$ cat src/rtl/rom_lector_secuencial_if.sv
// Bus between the sequential ROM reader and its environment:
// ROM address/data, start request, delivery handshake and scan results.
interface rom_lector_secuencial_if #(
  parameter int ANCHO_DIR  = 8,
  parameter int ANCHO_DATO = 8,
  parameter int ANCHO_SUMA = 16
);
  logic                  inicio;
  logic [ANCHO_DIR-1:0]  dir_ini;
  logic [ANCHO_DIR-1:0]  dir_fin;
  logic [ANCHO_DIR-1:0]  Dir;
  logic [ANCHO_DATO-1:0] Dato_s;
  logic [ANCHO_DATO-1:0] dato_o;
  logic                  valido;
  logic                  listo_in;
  logic [ANCHO_SUMA-1:0] suma;
  logic [ANCHO_DATO-1:0] maximo;
  logic                  ocupado;
  logic                  fin;

  modport master (
    input  inicio, dir_ini, dir_fin, Dato_s, listo_in,
    output Dir, dato_o, valido, suma, maximo, ocupado, fin
  );

  modport slave (
    output inicio, dir_ini, dir_fin, Dato_s, listo_in,
    input  Dir, dato_o, valido, suma, maximo, ocupado, fin
  );
endinterface

$ cat src/rtl/rom_lector_secuencial.sv
// Walks ROM addresses dir_ini..dir_fin, hands each word downstream
// over valid/ready and keeps running sum and maximum of the scan.
module rom_lector_secuencial #(
  parameter int ANCHO_DIR  = 8,
  parameter int ANCHO_DATO = 8,
  parameter int ANCHO_SUMA = 16
) (
  input logic                   clk,
  input logic                   rst_n,
  rom_lector_secuencial_if.master bus
);
  localparam logic [1:0] REPOSO  = 2'd0;
  localparam logic [1:0] LEE     = 2'd1;
  localparam logic [1:0] ENTREGA = 2'd2;
  localparam logic [1:0] FIN     = 2'd3;
  localparam logic [ANCHO_DIR-1:0] UNO = ANCHO_DIR'(1);

  logic [1:0]            estado_q, estado_d;
  logic [ANCHO_DIR-1:0]  dir_q, dir_d;
  logic [ANCHO_DIR-1:0]  fin_reg_q, fin_reg_d;
  logic [ANCHO_DATO-1:0] dato_q, dato_d;
  logic                  valido_q, valido_d;
  logic [ANCHO_SUMA-1:0] suma_q, suma_d;
  logic [ANCHO_DATO-1:0] max_q, max_d;
  logic                  ocupado_q, ocupado_d;
  logic                  fin_q, fin_d;

  always_comb begin
    estado_d  = estado_q;
    dir_d     = dir_q;
    fin_reg_d = fin_reg_q;
    dato_d    = dato_q;
    valido_d  = valido_q;
    suma_d    = suma_q;
    max_d     = max_q;
    fin_d     = (estado_q == FIN);
    unique case (estado_q)
      REPOSO: begin
        if (bus.inicio) begin
          fin_reg_d = bus.dir_fin;
          dir_d     = bus.dir_ini;
          suma_d    = '0;
          max_d     = '0;
          estado_d  = (bus.dir_ini <= bus.dir_fin) ? LEE : FIN;
        end
      end
      LEE: begin
        dato_d   = bus.Dato_s;
        valido_d = 1'b1;
        suma_d   = suma_q + ANCHO_SUMA'(bus.Dato_s);
        max_d    = (bus.Dato_s > max_q) ? bus.Dato_s : max_q;
        estado_d = ENTREGA;
      end
      ENTREGA: begin
        if (valido_q && bus.listo_in) begin
          valido_d = 1'b0;
          // equality stop: a scan ending at the top address never wraps
          if (dir_q == fin_reg_q) begin
            estado_d = FIN;
          end else begin
            dir_d    = dir_q + UNO;
            estado_d = LEE;
          end
        end
      end
      FIN: begin
        estado_d = REPOSO;
      end
    endcase
    ocupado_d = (estado_d != REPOSO);
  end

  always_ff @(posedge clk or negedge rst_n) begin
    if (!rst_n) begin
      estado_q  <= REPOSO;
      dir_q     <= '0;
      fin_reg_q <= '0;
      dato_q    <= '0;
      valido_q  <= 1'b0;
      suma_q    <= '0;
      max_q     <= '0;
      ocupado_q <= 1'b0;
      fin_q     <= 1'b0;
    end else begin
      estado_q  <= estado_d;
      dir_q     <= dir_d;
      fin_reg_q <= fin_reg_d;
      dato_q    <= dato_d;
      valido_q  <= valido_d;
      suma_q    <= suma_d;
      max_q     <= max_d;
      ocupado_q <= ocupado_d;
      fin_q     <= fin_d;
    end
  end

  assign bus.Dir     = dir_q;
  assign bus.dato_o  = dato_q;
  assign bus.valido  = valido_q;
  assign bus.suma    = suma_q;
  assign bus.maximo  = max_q;
  assign bus.ocupado = ocupado_q;
  assign bus.fin     = fin_q;
endmodule

$ cat src/flat_wrapper.sv
// flat-port wrapper written by rule: the top's interface ports become plain ports
module rom_lector_secuencial_flat 
#(
  parameter int ANCHO_DIR  = 8,
  parameter int ANCHO_DATO = 8,
  parameter int ANCHO_SUMA = 16
)
  (clk, rst_n, bus_inicio, bus_dir_ini, bus_dir_fin, bus_Dato_s, bus_listo_in, bus_Dir, bus_dato_o, bus_valido, bus_suma, bus_maximo, bus_ocupado, bus_fin);
  rom_lector_secuencial_if #(.ANCHO_DIR(ANCHO_DIR), .ANCHO_DATO(ANCHO_DATO), .ANCHO_SUMA(ANCHO_SUMA)) bus_i ();
  input logic clk;
  input logic rst_n;
  input wire logic [$bits(bus_i.inicio)-1:0] bus_inicio;
  input wire logic [$bits(bus_i.dir_ini)-1:0] bus_dir_ini;
  input wire logic [$bits(bus_i.dir_fin)-1:0] bus_dir_fin;
  input wire logic [$bits(bus_i.Dato_s)-1:0] bus_Dato_s;
  input wire logic [$bits(bus_i.listo_in)-1:0] bus_listo_in;
  output wire logic [$bits(bus_i.Dir)-1:0] bus_Dir;
  output wire logic [$bits(bus_i.dato_o)-1:0] bus_dato_o;
  output wire logic [$bits(bus_i.valido)-1:0] bus_valido;
  output wire logic [$bits(bus_i.suma)-1:0] bus_suma;
  output wire logic [$bits(bus_i.maximo)-1:0] bus_maximo;
  output wire logic [$bits(bus_i.ocupado)-1:0] bus_ocupado;
  output wire logic [$bits(bus_i.fin)-1:0] bus_fin;
  assign bus_i.inicio = bus_inicio;
  assign bus_i.dir_ini = bus_dir_ini;
  assign bus_i.dir_fin = bus_dir_fin;
  assign bus_i.Dato_s = bus_Dato_s;
  assign bus_i.listo_in = bus_listo_in;
  assign bus_Dir = bus_i.Dir;
  assign bus_dato_o = bus_i.dato_o;
  assign bus_valido = bus_i.valido;
  assign bus_suma = bus_i.suma;
  assign bus_maximo = bus_i.maximo;
  assign bus_ocupado = bus_i.ocupado;
  assign bus_fin = bus_i.fin;
  rom_lector_secuencial #(.ANCHO_DIR(ANCHO_DIR), .ANCHO_DATO(ANCHO_DATO), .ANCHO_SUMA(ANCHO_SUMA)) u_core (.clk(clk), .rst_n(rst_n), .bus(bus_i));
endmodule
$ cat config.mk
export PLATFORM = sky130hd
export DESIGN_NAME = rom_lector_secuencial_flat
export DESIGN_NICKNAME = d
export VERILOG_FILES = /design/src/rtl/rom_lector_secuencial_if.sv /design/src/rtl/rom_lector_secuencial.sv /design/src/flat_wrapper.sv
export SDC_FILE = /design/constraint.sdc
export NUM_CORES = 1
export LEC_CHECK = 0
export CORE_MARGIN = 4
export CORE_UTILIZATION = 33
export CTS_CLUSTER_DIAMETER = 40
export DETAILED_ROUTE_END_ITERATION = 10
export PLACE_DENSITY_LB_ADDON = 0.08
export SKIP_CTS_REPAIR_TIMING = 1
export SYNTH_ARGS = -nofsm -noshare
export SYNTH_HDL_FRONTEND = slang
export SYNTH_SLANG_ARGS = --single-unit
$ cat constraint.sdc
create_clock -name clk -period 3.7 [get_ports clk]
set_input_delay 1.11 -clock clk [delete_from_list [all_inputs] [get_ports clk]]
set_output_delay 1.11 -clock clk [all_outputs]
set_load 0.03 [all_outputs]
; ---- Yosys cells after proc, flatten, opt, wreduce, memory -nomap -nowiden
; Index checks and enable logic that the tools add are counted.
[word_totals]
ff_bits = 53
output_inout_bits = 43
wordCells = 48
[classes]
n_lt_le_gt_ge = 2
n_addsub = 2
n_eq_ne = 8
n_reduce_logical = 11
mux = 16
[op_table]
columns = operator, count
row1 = $mux 8, 5
row2 = $pmux 16 s2, 1
row3 = $pmux 8 s2, 2
row4 = $add 16x8->16, 1
row5 = $mux 16, 1
row6 = $add 8x1->8 const B, 1
row7 = $eq 8x8->1, 1
row8 = $gt 8x8->1, 1
row9 = $le 8x8->1, 1
row10 = $mux 2, 4
row11 = $pmux 2 s4, 1
row12 = $reduce_bool 2->1, 4
row13 = $reduce_and 2->1, 3
row14 = $eq 2x2->1 const B, 2
row15 = $ne 2x1->1 const B, 2
row16 = $ne 2x2->1 const B, 2
row17 = $reduce_and 4->1, 1
row18 = $reduce_and 3->1, 1
row19 = $eq 2x1->1 const B, 1
row20 = $logic_not 2->1, 1
row21 = $pmux 1 s2, 1
row22 = $logic_and 1x1->1, 1
row23 = $mux 1, 1

; ---- Depth between registers and ports, before layout
[depth]
depth_word = 5
depth_mapped = 8

; ---- Worst setup path before layout
; OpenSTA, ideal clock, no wires.
[synth_timing]
path_type = input port to flip-flop
startpoint = input port bus_Dato_s[0]
endpoint = register u_core.suma_q[14] (netlist: u_core.bus.suma[14])
arrival_time_ns = 2.458
path_slack_ns = 1.103
path_stages = 8
cell_sequence = ha_1 -> inv_1 -> fa_1 -> nor2b_4 -> o31a_1 -> o211a_1 -> o2111ai_2 -> mux2i_1
[synth_via]
elab_chain_cells = 2
[synth_rtl]
columns = element, line_no
row1 = from (decl), flat_wrapper.sv:15  ; input wire logic [$bits(bus_i.Dato_s)-1:0] bus_Dato_s;
row2 = $add 16x8->16, rom_lector_secuencial.sv:50  ; suma_d = suma_q + ANCHO_SUMA'(bus.Dato_s);
row3 = $pmux 16 s2, rom_lector_secuencial.sv:37  ; unique case (estado_q)
row4 = to (signal assigned), rom_lector_secuencial.sv:90  ; suma_q <= suma_d;
row5 = to (decl), rom_lector_secuencial.sv:23  ; logic [ANCHO_SUMA-1:0] suma_q, suma_d;
; No other way between the ends.
; A chain may end at the register's enable or synchronous reset.

; ---- Worst setup path after layout
; Ends and elaborated chain as after synthesis.

==> run_results.csv <==
group,metric,value,unit
route,via_per_inst,4.850,
timing,fin_skew,0.01104,ns
timing,finalWorstPathRequiredPeriod,2.918,ns
clocking,root_buffer,"clkbuf_8",
layout,nNetsFinal,464,
placed_design,port_buffers,70,
layout,drive_gt1_share,7.786,%
die,die_h,106.3,um
layout,diodes,0,
synthesis,synth_cell_types,55,
synthesis,synthFlopType,"dfrtp_1",
global_routing,grt_overflow,0,
layout,multi_input_area,0.001705,mm^2
timing,tightest_slew,0.9230,ns
synthesis,synth_edf_count,0,
route,wl,8.103,mm
power,p_total,3.097,mW
setup_path,r2r-end,"u_core.bus.suma[14]",
clocking,cts_made_buffers,5,
global_routing,grt_pass1_vias,2616,
setup_path,crit_fanout,4,
global_routing,antenna_found_initial,0,
timing,timing.final.crit_share,78.87,%
synthesis,syn_avg_cell_area,9.412,um^2
layout,fillers,937,
route,drtPass1Iterations,4,
setup_path,reg2reg_slack,1.69,ns
synthesis,netlist_instances,339,
global_routing,grt.total_usage,14.80,%
die,initial_core_util,34.21,%
global_routing,grt_pass1_wl,13.41,mm
die,pin_count,71,
timing,finalSetupViolCount,0,
global_routing,grt_max_degree,54,
die,core,0.009328,mm^2
timing,setup_tns,0,ns
layout,seqCellArea,0.001326,mm^2
die,fp-row-count,35,
clocking,clk_pin_slew,0.11,ns
clocking,clk_path_buf_depth,2,
power,vdd.ir_drop.worst,0.0002884,V
setup_path,required,3.89,ns
power,p_leak,1.845,nW
setup_path,critPathLaunchType,"primary input",
synthesis,ys_ff_latch,53,
worst_hold_path,min_to,"u_core.bus.dato_o[1]",
clocking,clock_latency,0.31,ns
synthesis,synthArstFlopShare,100.0,%
timing,hold_violations,0,
synthesis,synth.cell_area,0.003191,mm^2
placed_design,place_congestion,0.7886,
clocking,cts.sinks,53,
setup_path,setup.worst_path.class,"primary input to register",
setup_path,r2r-start,"u_core.bus.suma[0]",
clocking,cts_tree,"done",
power,power_density,750.2,mW/mm^2
setup_path,cp-end-kind,"register",
timing,fmax,342.7,MHz
status,status,"finished, final reports clean",
synthesis,synth_nets,393,
timing,rsz0062_at_grt,"no",
layout,synthToLayoutAreaGrowth,29.37,%
die,die_w,106.3,um
route,drcViolationCount,0,
synthesis,ys_seq_area_share,41.57,%
synthesis,yosysWarnings,0,
route,post_drt_wl_per_cell,15.01,um
worst_hold_path,min_path_type,"register to register",
clocking,htree_num_levels,2,
route,drt_iter0_markers,76,
route,via_count,2619,
setup_path,critPathLaunch,"bus_Dato_s[0]",
timing,slew_headroom,38.34,%
setup_path,r2r_cells,8,
worst_hold_path,holdPathStages,2,
worst_hold_path,min-delay-start,"u_core.bus.dato_o[1]",
timing,final_max_slew_viol_count,0,
die,die_area,0.01131,mm^2
route,ant_nets,0,
job,cap_violations,0,
placed_design,hpwlAfterDp,6.190,mm
setup_path,crit_arrival,3.11,ns
[area by class of cell]
cell class,count,area share (%)
clock buffers,6,2.001
clock inverters,2,0.3334
flip-flops and latches,53,32.13
inverters,24,2.182
multi-input cells,249,41.32
well taps,129,3.910
repair buffers,77,18.13
[report_power, final]
group,switching [mW],internal [mW]
logic,1.00,0.702
registers,0.241,0.794
clock network,0.204,0.152
[logic make-up after synthesis]
logic type      count (synthesis)  share of synthesized area [%]
xor+xnor                       12                          3.294
fa+ha+maj                      26                          10.43
buf+inv                        37                          4.980
mux                            13                          4.078
compound gates                 82                          17.02
simple gates                  116                          18.63
flops                          53                          41.57
[placed cells by master, fill, tap and decap left out, drive strengths merged, types with 2 or more instances in the layout]
| master | n |
|---|---|
| o21a | 3 |
| o22ai | 2 |
| clkbuf | 6 |
| nand3 | 15 |
| o211ai | 9 |
| nand2 | 63 |
| o21ai | 30 |
| nand4 | 5 |
| ha | 25 |
| inv | 24 |
| nor3 | 6 |
| clkdlybuf4s50 | 69 |
| buf | 8 |
| and3 | 2 |
| nor4 | 3 |
| a21oi | 17 |
| o31ai | 5 |
| a31oi | 4 |
| and2 | 2 |
| nor3b | 2 |
| dfrtp | 53 |
| mux2i | 13 |
| nor2b | 4 |
| clkinv | 2 |
| o221ai | 2 |
| xor2 | 12 |
| nand2b | 3 |
| a211oi | 3 |
| nor2 | 7 |
[synth_stat cells, types with 2 or more instances]
library cell,n,area share (%)
nor3_1,4,0.63
a211oi_1,3,0.71
a31oi_1,2,0.39
nor2b_1,3,0.59
ha_1,25,9.8
buf_2,4,0.63
o211ai_1,9,2.1
nor3_2,2,0.63
o221ai_1,2,0.55
a21oi_1,17,2.7
clkbuf_1,4,0.47
dfrtp_1,53,42
buf_1,2,0.24
mux2i_1,13,4.1
nand3_1,14,2.2
o21ai_1,10,1.6
o31ai_1,4,0.94
xor2_1,12,3.3
o21a_1,3,0.71
o21ai_0,20,3.1
nor2_1,7,0.82
o22ai_1,2,0.39
nand4_1,5,0.98
buf_4,2,0.47
nand2b_1,3,0.59
nand2_1,62,7.3
inv_1,23,2.7
a31oi_4,2,1.3
[state kept, by name (all words and copies together), names as in the netlist]
name	cells
u_core.bus.Dir	8
u_core.bus.dato_o	8
u_core.bus.fin	1
u_core.bus.maximo	8
u_core.bus.ocupado	1
u_core.bus.suma	16
u_core.bus.valido	1
u_core.estado_q	2
u_core.fin_reg_q	8
[worst max-delay path by stage]
stage / depth (start not counted) / slack (ns) / end
2_1_floorplan: 8 / 1.10 / u_core.bus.suma[14]
3_3_place_gp: 9 / 0.51 / u_core.bus.suma[14]
3_5_place_dp: 9 / 0.46 / u_core.bus.suma[14]
4_1_cts: 9 / 0.80 / u_core.bus.suma[14]
5_1_grt: 9 / 0.68 / u_core.bus.suma[14]
6_report: 9 / 0.78 / u_core.bus.suma[14]
[layer usage]
layer | track usage, % | routed length, um | vias to the layer above
li1 | - | - | 1337
met5 | 0 | 0 | -
met2 | 25.57 | 3949 | 52
met4 | 3.053 | 67 | 0
met3 | 2.914 | 343 | 5
met1 | 19.20 | 3742 | 1225
[critical path: stages]
cell	delay [ns]
clkdlybuf4s50_1	0.51
ha_1	0.17
inv_1	0.05
fa_1	0.44
nor2b_4	0.13
o31a_1	0.18
o211a_1	0.25
o2111ai_2	0.12
mux2i_1	0.13
[through the flow]
stage	setup slack [ns]	cell area (um^2)	util, %	hold WS, ns	cells
2_1_floorplan	1.103	3191	-	0.4652	339
3_3_place_gp	0.5055	4031	43.22	0.4617	532
3_5_place_dp	0.4567	4031	43.22	0.4666	532
4_1_cts	0.7965	4128	44.25	0.4934	540
5_1_grt	0.6821	4128	44.25	0.5153	540
6_report	0.7819	4128	44.25	0.4861	540
Note: power is estimated with default switching activity, not from simulation.
